### src/rtl/pe_loader.sv
// Stream loader for a convolution PE. It buffers one tile of weights and activations,
// bursts them to the PE, then sequences the compute passes and returns the psum results.
module pe_loader #(
  parameter int unsigned DATA_WIDTH  = 16,
  parameter int unsigned KERNEL_SIZE = 3,
  parameter int unsigned ACT_SIZE    = 5
) (
  input  logic                  clk,
  input  logic                  reset,
  input  logic [DATA_WIDTH-1:0] in_data,
  input  logic                  in_valid,
  output logic                  in_ready,
  output logic [DATA_WIDTH-1:0] filt_in,
  output logic                  load_en_wght,
  output logic [DATA_WIDTH-1:0] act_in,
  output logic                  load_en_act,
  output logic                  start,
  input  logic                  load_done,
  input  logic                  compute_done,
  input  logic [DATA_WIDTH-1:0] pe_out,
  output logic [DATA_WIDTH-1:0] out_data,
  output logic                  out_valid,
  input  logic                  out_ready,
  output logic                  busy
);

  localparam int unsigned W     = KERNEL_SIZE * KERNEL_SIZE;
  localparam int unsigned A     = ACT_SIZE * ACT_SIZE;
  localparam int unsigned N     = W + A;
  localparam int unsigned CW    = $clog2(N + 1);
  localparam int unsigned ITERS = ACT_SIZE - KERNEL_SIZE + 1;
  localparam int unsigned IW    = $clog2(ITERS + 1);

  localparam logic [3:0] S_IDLE    = 4'd0;
  localparam logic [3:0] S_FILL    = 4'd1;
  localparam logic [3:0] S_LOAD_W  = 4'd2;
  localparam logic [3:0] S_WAIT_LW = 4'd3;
  localparam logic [3:0] S_LOAD_A  = 4'd4;
  localparam logic [3:0] S_WAIT_LA = 4'd5;
  localparam logic [3:0] S_START   = 4'd6;
  localparam logic [3:0] S_WAIT_C  = 4'd7;
  localparam logic [3:0] S_OUT     = 4'd8;

  logic [3:0]            state_q, state_d;
  logic [CW-1:0]         cnt_q, cnt_d;
  logic [IW-1:0]         iter_q, iter_d;
  logic [DATA_WIDTH-1:0] filt_in_q, filt_in_d;
  logic [DATA_WIDTH-1:0] act_in_q, act_in_d;
  logic [DATA_WIDTH-1:0] out_data_q, out_data_d;
  logic                  load_en_wght_q, load_en_wght_d;
  logic                  load_en_act_q, load_en_act_d;
  logic                  start_q, start_d;
  logic                  out_valid_q, out_valid_d;
  logic                  busy_q, busy_d;
  logic                  in_ready_q, in_ready_d;
  logic                  mem_we;
  logic [CW-1:0]         mem_idx;
  logic                  beat;
  logic [DATA_WIDTH-1:0] mem_q [N];

  assign beat = in_valid & in_ready_q;

  // Next-state and registered-output computation; outputs trail the state by one cycle.
  always_comb begin
    state_d        = state_q;
    cnt_d          = cnt_q;
    iter_d         = iter_q;
    filt_in_d      = filt_in_q;
    act_in_d       = act_in_q;
    out_data_d     = out_data_q;
    out_valid_d    = out_valid_q;
    load_en_wght_d = 1'b0;
    load_en_act_d  = 1'b0;
    start_d        = 1'b0;
    mem_we         = 1'b0;
    mem_idx        = cnt_q;
    case (state_q)
      S_IDLE: begin
        if (beat) begin
          mem_we  = 1'b1;
          mem_idx = '0;
          cnt_d   = CW'(1);
          state_d = S_FILL;
        end
      end
      S_FILL: begin
        if (beat) begin
          mem_we = 1'b1;
          if (cnt_q == CW'(N - 1)) begin
            cnt_d   = '0;
            state_d = S_LOAD_W;
          end else begin
            cnt_d = cnt_q + CW'(1);
          end
        end
      end
      S_LOAD_W: begin
        filt_in_d      = mem_q[cnt_q];
        load_en_wght_d = (cnt_q == '0);
        if (cnt_q == CW'(W - 1)) begin
          cnt_d   = '0;
          state_d = S_WAIT_LW;
        end else begin
          cnt_d = cnt_q + CW'(1);
        end
      end
      S_WAIT_LW: begin
        if (load_done) state_d = S_LOAD_A;
      end
      S_LOAD_A: begin
        act_in_d      = mem_q[CW'(W) + cnt_q];
        load_en_act_d = (cnt_q == '0);
        if (cnt_q == CW'(A - 1)) begin
          cnt_d   = '0;
          state_d = S_WAIT_LA;
        end else begin
          cnt_d = cnt_q + CW'(1);
        end
      end
      S_WAIT_LA: begin
        if (load_done) begin
          iter_d  = '0;
          state_d = S_START;
        end
      end
      S_START: begin
        start_d = 1'b1;
        state_d = S_WAIT_C;
      end
      S_WAIT_C: begin
        if (compute_done) begin
          out_data_d  = pe_out;
          out_valid_d = 1'b1;
          state_d     = S_OUT;
        end
      end
      S_OUT: begin
        if (out_ready) begin
          out_valid_d = 1'b0;
          if (iter_q == IW'(ITERS - 1)) begin
            iter_d  = '0;
            state_d = S_IDLE;
          end else begin
            iter_d  = iter_q + IW'(1);
            state_d = S_START;
          end
        end
      end
      default: state_d = S_IDLE;
    endcase
    busy_d     = (state_d != S_IDLE);
    in_ready_d = (state_d == S_IDLE) || (state_d == S_FILL);
  end

  always_ff @(posedge clk or negedge reset) begin
    if (!reset) begin
      state_q        <= S_IDLE;
      cnt_q          <= '0;
      iter_q         <= '0;
      filt_in_q      <= '0;
      act_in_q       <= '0;
      out_data_q     <= '0;
      load_en_wght_q <= 1'b0;
      load_en_act_q  <= 1'b0;
      start_q        <= 1'b0;
      out_valid_q    <= 1'b0;
      busy_q         <= 1'b0;
      in_ready_q     <= 1'b1;
    end else begin
      state_q        <= state_d;
      cnt_q          <= cnt_d;
      iter_q         <= iter_d;
      filt_in_q      <= filt_in_d;
      act_in_q       <= act_in_d;
      out_data_q     <= out_data_d;
      load_en_wght_q <= load_en_wght_d;
      load_en_act_q  <= load_en_act_d;
      start_q        <= start_d;
      out_valid_q    <= out_valid_d;
      busy_q         <= busy_d;
      in_ready_q     <= in_ready_d;
    end
  end

  // Tile storage is deliberately not reset; every tile overwrites it completely in FILL.
  always_ff @(posedge clk) begin
    if (mem_we) mem_q[mem_idx] <= in_data;
  end

  assign in_ready     = in_ready_q;
  assign filt_in      = filt_in_q;
  assign load_en_wght = load_en_wght_q;
  assign act_in       = act_in_q;
  assign load_en_act  = load_en_act_q;
  assign start        = start_q;
  assign out_data     = out_data_q;
  assign out_valid    = out_valid_q;
  assign busy         = busy_q;

endmodule

### config.mk
export PLATFORM = sky130hd
export DESIGN_NAME = pe_loader
export DESIGN_NICKNAME = d
export VERILOG_FILES = /design/src/rtl/pe_loader.sv
export SDC_FILE = /design/constraint.sdc
export NUM_CORES = 1
export LEC_CHECK = 0
export CORE_ASPECT_RATIO = 0.5
export CORE_UTILIZATION = 55
export DETAILED_ROUTE_END_ITERATION = 12
export PLACE_DENSITY_LB_ADDON = 0.2
export RECOVER_POWER = 25
export SLEW_MARGIN = 20
export SYNTH_ARGS = -nofsm -noshare
export SYNTH_HDL_FRONTEND = slang
export SYNTH_SLANG_ARGS = --single-unit
### constraint.sdc
create_clock -name clk -period 2.7 [get_ports clk]
set_input_delay 0.675 -clock clk [delete_from_list [all_inputs] [get_ports clk]]
set_output_delay 0.675 -clock clk [all_outputs]
set_load 0.02 [all_outputs]
After elaboration in Yosys (flattened, before gate mapping)
Memory sizes are Yosys's and may differ from the RTL's. A register that Yosys moved wholly into a read port is not among the register bits. Index checks and enable logic that the tools add are counted.

Register bits after elaboration: 34. Bits in latches: 0. Input bits: 38. Memory bits (writable): 544. ROM bits: 0. Memories kept: 1. Word-level logic and storage cells: 81.

Reduce and logical (&&, ||, !) cells: 15. $lt $le $gt $ge: 0. Add/sub/neg operators: 3. Shift operators: 0. Multiplexer cells: 33. Equality and inequality tests: 18. Bitwise operators: 1. Divide/modulo/power cells: 0. Multiply operators: 0.

Memory list: mem_q (depth 34, bits a word 16, rd ports 2, clocked after memory_dff 2, write ports 1, RTL line 59) `logic [DATA_WIDTH-1:0] mem_q [N];`.

Operators by type and width (number): $mux 6 (7); $mux 4 (9); $pmux 4 s9 (1); $pmux 6 s4 (1); $eq 4x3->1 const B (4); $ne 2x2->1 const B (5); $mux 1 (9); $reduce_and 3->1 (3); $eq 4x1->1 const B (2); $eq 4x2->1 const B (2); $logic_not 4->1 (2); $reduce_bool 4->1 (2); $add 4x6->6 const A (1); $add 6x1->6 const B (1); $eq 6x4->1 const B (1); $eq 6x5->1 const B (1); $eq 6x6->1 const B (1); $logic_not 6->1 (1); $mux 2 (3); $eq 4x4->1 const B (1); $pmux 2 s2 (1); $reduce_bool 2->1 (2); $mux 3 (1); $add 2x1->2 const B (1); 7 further kinds (8).

Logic depth before layout (Yosys ltp)
Depth in word-level cells: 6. Depth in mapped cells: 13. Depth with buffers taken out: 7.

Worst setup path after synthesis
OpenSTA, ideal clock, no wires.

Path type: register -> register. Start: reg cnt_q[1]. End: reg act_in_q[0] (netlist: act_in[0]), read port of mem_q. Setup slack: -0.143 ns. Setup time: 0.130 ns. Buffers on the path: 6. Cell stages (with the launch flop): 14. Period minus slack after synthesis: 2.843 ns. Data required time: 2.570 ns. Arrival: 2.712 ns. Cell sequence: dfrtp_1 > buf_2 > buf_6 > buf_4 > buf_2 > inv_1 > ha_1 > clkbuf_1 > clkbuf_1 > mux4_2 > mux2i_1 > o21ai_0 > nand3_1 > o21ai_0.

Word-level cells in the longest chain between the ends: 1.

RTL lines: start: declaration (RTL line 45) `logic [CW-1:0] cnt_q, cnt_d;`; start signal: assignment (RTL line 171) `cnt_q <= cnt_d;`; $add 4x6->6 (RTL line 111) `act_in_d = mem_q[CW'(W) + cnt_q];`; end: declaration (RTL line 48) `logic [DATA_WIDTH-1:0] act_in_q, act_in_d;`.

Every way passes these cells. A chain may end at the register's enable or synchronous reset.

Worst setup path after layout
Same ends and word-level chain as after synthesis.

==> flow_metrics.py <==
metrics = {
    "synth": {
        "avgSynthCellArea_um2": 17.2,
        "yosys-top-cells-area": "edfxtp_1 (57%), mux4_2 (18%), dfrtp_1 (5.7%)",
        "synth-edff-count": 544,
        "synth-seq-cells": 610,
        "synth_compound_area_frac": 0.0608,
        "synth_top_area_share": 0.574,
        "synthesis.area_um2": 28500,
        "async_flop_share": 0.108,
        "ys_seq_area_frac": 0.632,
        "synth_top_area_cell": "edfxtp_1",
        "yosys_warnings": 0,
        "synthSimpleGateAreaFrac": 0.0443,
        "synth_top_family_by_area": "multiplexers",
        "netlist_instances": 1655,
        "synth.distinct_cells": 63,
        "synthAdderAreaFrac": 0.00132,
        "synth_xor_area_frac": 0.00158,
        "syn-num-nets": 1696,
        "synth_ff_type": "edfxtp_1",
        "muxShareOfSynthArea": 0.235,
    },
    "final_layout": {
        "final_cell_mix": "edfxtp_1 (544), mux4_2 (224), buf_4 (129), mux2i_1 (125), nor2_1 (118)",
        "fin_nets": 1892,
        "design_area_um2": 33200,
        "drive_gt1_frac": 0.282,
        "n_antenna_cell": 0,
        "final_common_cell": "edfxtp_1",
        "finalNonFillerCells": 2586,
        "area_delta_synth_final_pct": 16.4,
    },
    "detailed_routing": {
        "drc_errors": 0,
        "wl_per_cell_um": 33.2,
        "viasPerCell": 6.87,
        "vias": 17800,
        "finalWirelength_um": 85800,
        "drt_first_iter_violations": 2923,
        "antenna_left": 0,
        "drt-pass1-iter-count": 5,
    },
    "sta": {
        "skew_ns": 0.0255,
        "worstMarginPinSlew_ns": 2.15,
        "finalSetupViolCount": 0,
        "slew_headroom": -0.433,
        "fin_crit_sh": 0.990,
        "hold_viol": 0,
        "post-route-min-period_ns": 2.67,
        "rsz0062_at_grt": "no",
        "fmax_ghz": 0.374,
        "drv_slew": 207,
    },
    "setup_path": {
        "arrival_ns": 3.16,
        "critical_path_class": "reg -> reg",
        "required_ns": 3.19,
        "crit_fanout": 29,
        "crit_path_top_delay_cell": "dfrtp_4",
        "path_cells": "inv_1 -> ha_4 -> buf_12 -> mux4_2 -> mux2i_2 -> o21ai_0 -> nand3_1 -> o21ai_0",
        "cp-end-kind": "register",
        "startpoint_type": "register",
        "max_stage_delay_ns": 0.50,
        "crit_top_cell": "o21ai_0",
    },
    "floorplanning": {
        "die-area_um2": 52700,
        "core_um2": 50700,
        "rows": 58,
        "fp.dieW_um": 324,
        "start_util": 0.562,
        "io_pins": 92,
        "die_y_um": 163,
    },
    "place": {
        "place_inst": 2482,
        "gp_congestion": 1.04,
        "place_area_um2": 31400,
        "io_buffers": 91,
        "dpl.hpwl_um": 59100,
    },
    "global_route": {
        "track_usage": 0.331,
        "antenna_found_initial": 4,
        "grt_max_degree": 67,
        "gr-total-overflow": 0,
        "grt_pass1_vias": 17200,
        "grt_pass1_wl_um": 121000,
    },
    "clocking": {
        "insertion_delay_ns": 0.62,
        "cts_buffers": 53,
        "clkTransAtPathRegs_ns": 0.07,
        "cts_root_buf": "clkbuf_16",
        "cts_tree": "done",
        "clock-sinks": 610,
        "postCtsHoldBufs": 0,
        "cts_max_level": 2,
        "cts_max_path_buffers": 3,
    },
    "hold_path": {
        "hold_path.class": "reg -> reg",
    },
    "power": {
        "peakVddDrop_mv": 0.606,
        "cellLeakagePower_nw": 10.8,
        "power_density_nw_per_um2": 1030,
    },
    "run_status": {
        "violations": "max-capacitance violations, max-slew violations",
        "status": "finished, violations left",
    },
    "flow_run": {
        "drv_cap": 5,
    },
}
==> state kept, by name, summed over array words and instances (netlist names) <==
signal / count
mem_q: 544
act_in: 16
filt_in: 16
out_data: 16
cnt_q: 6
state_q: 4
iter_q: 2
busy: 1
in_ready: 1
load_en_act: 1
load_en_wght: 1
out_valid: 1
start: 1
==> cell type report <==
cell class | count | area, µm²
clock buffers | 72 | 1450
clock inverters | 28 | 332
fillers | 3489 | 17500
inverters | 2 | 7.51
multi-input cells | 914 | 9830
flip-flops and latches | 610 | 18000
well taps | 690 | 863
repair buffers | 270 | 2680
==> where the power goes <==
part           internal [mW]  switching (mW)  total (mW)
Clock                   4.38            3.49        7.86
Combinational           6.54            8.36        14.9
Sequential              10.8           0.440        11.2
==> critical path, delay by kind of cell, from the launching register on <==
kind | cells | cell delay (ns)
AOI/OAI and AO/OA | 2 | 0.32
adders and majority gates | 1 | 0.42
muxes | 2 | 0.62
and+or+nand+nor | 1 | 0.27
DFF | 1 | 0.50
buffers and inverters | 2 | 0.38
==> timing repair <==
| action | 4_1_cts | 5_1_grt |
|---|---|---|
| cloned | 0 | 0 |
| buffers inserted | 4 | 0 |
| resized for setup | 0 | 8 |
| pin swaps | 1 | 0 |
| setup endpoints to repair | 2 | 14 |
==> synth_stat cells (4+ instances only) <==
cell	number
buf_6	9
buf_2	43
buf_1	5
nor2_1	119
clkbuf_1	45
mux2i_1	128
o32a_1	16
nand2b_1	12
a32o_1	16
nand3b_1	4
a21oi_1	38
nor3_1	6
nand2_1	68
nor2b_1	7
dfrtp_1	65
o21ai_0	45
buf_4	27
edfxtp_1	544
a22oi_1	80
mux2_2	33
mux4_2	224
nor4b_1	5
o21ai_1	11
nand3_1	29
o22ai_1	18
==> cells by family (layout without fill, tap and decap cells) <==
logic type,count (synthesis),in the layout
buf+inv,131,372
fa+ha+maj,3,3
simple gates,274,274
mux,385,385
compound gates,249,249
xor+xnor,3,3
flops,610,610
==> path summary, 6_finish.rpt <==
check	from	endpoint	slack, ns	depth (start not counted)
hold / removal	out_valid	out_valid	0.48	1
max in group asynchronous	reset	cnt_q[0]	0.81	1
setup reg to reg	cnt_q[1]	act_in[0]	0.03	8
min in group asynchronous	reset	cnt_q[3]	0.58	1
setup / recovery	cnt_q[1]	act_in[0]	0.03	8
hold reg to reg	out_valid	out_valid	0.48	1
==> metrics by stage <==
stage	TNS, ns	setup slack [ns]	hold WS (ns)	total power, mW	util
2_1_floorplan	-1.84	-0.0284	0.379	20.3	-
3_3_place_gp	-43.84	-0.147	0.465	25.6	0.619
3_5_place_dp	-54.66	-0.204	0.472	25.7	0.619
4_1_cts	0	0.0168	0.217	33.7	0.655
5_1_grt	0	0.0136	0.502	35.0	0.655
6_report	0	0.0279	0.484	34.0	0.655
==> per-layer routing <==
layer / global-route usage / up-vias / part of all wire
met2: 0.473 / 1210 / 0.43
met3: 0.109 / 147 / 0.15
met4: 0.0802 / 4 / 0.027
met1: 0.491 / 9185 / 0.39
li1: - / 7217 / -
met5: 0.0130 / - / 0.0012
(Power assumes the default switching activity.)
==> patch: new RTL, same flow settings <==
Change the parameter `ACT_SIZE` from 5 to 6.
--- a/src/rtl/pe_loader.sv
+++ b/src/rtl/pe_loader.sv
@@ -3,7 +3,7 @@
 module pe_loader #(
   parameter int unsigned DATA_WIDTH  = 16,
   parameter int unsigned KERNEL_SIZE = 3,
-  parameter int unsigned ACT_SIZE    = 5
+  parameter int unsigned ACT_SIZE    = 6
 ) (
   input  logic                  clk,
   input  logic                  reset,
Function: no difference found for any inputs over 4 cycles, from zero or initial values and one cycle with reset low; that may be too few to reach the edited logic, so the function may still have changed.
==> patch against the original RTL <==
The flow finishes with violations (setup timing); worst hold slack lost 0.14 ns; worst setup slack lost 0.044 ns; synthesized area grew 28%; total power increased by 30%; final cell count up 20%; sequential cell count up 177; utilization increased by 0.83 points; design area up 30%; routed wire length increased by 26%; global-route usage is 0.71 points lower.
==> patch: results (changes against the original RTL) <==
- The number of global-route vias before repair is 21.2k (+23%).
- The CTS buffer count is 71 (+34%).
- The number of nets in the finished design is 2206 (+17%).
- The largest net degree at the start of global routing is 51 (-24%).
- The number of enable-type register cells in the synthesized netlist came to 720 (+32%).
- The flow ran to the end, but the final reports show violations.
- The largest voltage drop on the vdd net is 534 uV (-12%).
- The flip-flop count of the largest register, all copies and words added is 720 (+32%).
- The global router's overall resource usage is 32.3% (-0.71 points).
- The total via count after detailed routing is 21.9k (+23%).
- The insertion delay of the later-clocked pin in the worst-skew pair came to 0.64 ns (+0.02 ns).
- The global-route wire length before repair is 153000 microns (+26%).
- The worst setup slack after layout is -0.0157 ns (-0.0436 ns).
- The count of placed standard cells in the final layout, fillers left out was 3108 (+20%).
- The transition time of the tightest slew-check pin is 1.33 ns (-0.818 ns).
- The number of unique standard cell types used by synthesis was 68 (+7.9%).
- The final setup violation count came to 2 (+2).
- The detailed-placement wirelength estimate is 71600 microns (+21%).
- In this run the worst hold path is classified as in -> async.
- The number of nets produced by synthesis came to 1926 (+14%).
- The maximum net fanout on the critical path came to 16 (-45%).
- The worst clock skew is 0.0224 ns (-0.00315 ns).
- The static leakage is 14.0 nW (+30%).
- The maximum level of the CTS H-tree is 3 (+1).
- The per-cell routed wire length is 34.9 microns (+5.2%).
- By count the netlist is led by edfxtp_1, mux4_2, nand2_1.
- The ratio of cells with drive above 1 in the final layout is 38.7% (+10 points).
- The arrival time reported for the critical path endpoint is 3.22 ns (+0.06 ns).
- Sorting the synthesized cells by area gives the leading types as edfxtp_1, mux4_2, dfrtp_1.
- The number of antenna violations at the first check in global routing is 5 (+1).
- The final reports fail on setup timing.
- The placed instance count is 2954 (+19%).
- The placed cell area is 0.0405 sq mm (+29%).
- The setup TNS came to -0.0263 ns (-0.0263 ns).
[patch: kinds of logic after synthesis]
| family | share of synthesized area [%] |
|---|---|
| flops | 64.0 |
| mux | 26.4 |
| simple gates | 3.53 |
| compound gates | 3.72 |
| buf+inv | 2.09 |
| xor+xnor | 0.216 |
| fa+ha+maj | 0.103 |
[patch: timing repair]
item,4_1_cts,5_1_grt
resized for setup,5,30
endpoints found under the setup margin,8,27
setup buffers,4,12
gates cloned,1,5
[patch: critical path, stage by stage, from the launching register on]
cell and delay (ns):
dfrtp_4 0.44, buf_8 0.17, inv_4 0.06, ha_4 0.42
buf_12 0.20, mux4_2 0.33, mux4_2 0.61, a22oi_1 0.24
o31ai_2 0.10
[patch: power by group]
part	total [mW]	internal (mW)	leakage, nW	switching, mW
sequential	14.2	13.8	7.31	0.410
clock	10.3	5.79	1.16	4.52
combinational	19.5	8.95	5.54	10.6
total	44.1	28.5	14.0	15.5
[patch: area by class of cell]
type	count	area, sq um
Sequential cell	787	23300
Fill cell	4316	22000
Multi-Input combinational cell	946	12600
Timing Repair Buffer	353	3840
Clock buffer	86	1930
Tap cell	884	1110
Clock inverter	45	409
Inverter	6	25.0
Antenna cell	1	2.50
[patch: final timing paths]
check,startpoint,end,slack (ns),depth (start not counted)
hold reg to reg,filt_in[14],filt_in[14],0.47,2
setup reg to reg,cnt_q[1],act_in[6],-0.02,8
setup / recovery,cnt_q[1],act_in[6],-0.02,8
max in group asynchronous,reset,act_in[1],0.37,2
hold / removal,reset,state_q[0],0.34,1
min in group clk,filt_in[14],filt_in[14],0.47,2
[patch: per-layer routing]
metal  share of wire [%]  vias to the layer above  GRT usage [%]
met5               0.010                        -              0
met4                 2.6                        2           8.15
li1                    -                     8630              -
met1                  38                    11400           46.9
met3                  16                      190           13.1
met2                  43                     1669           45.8
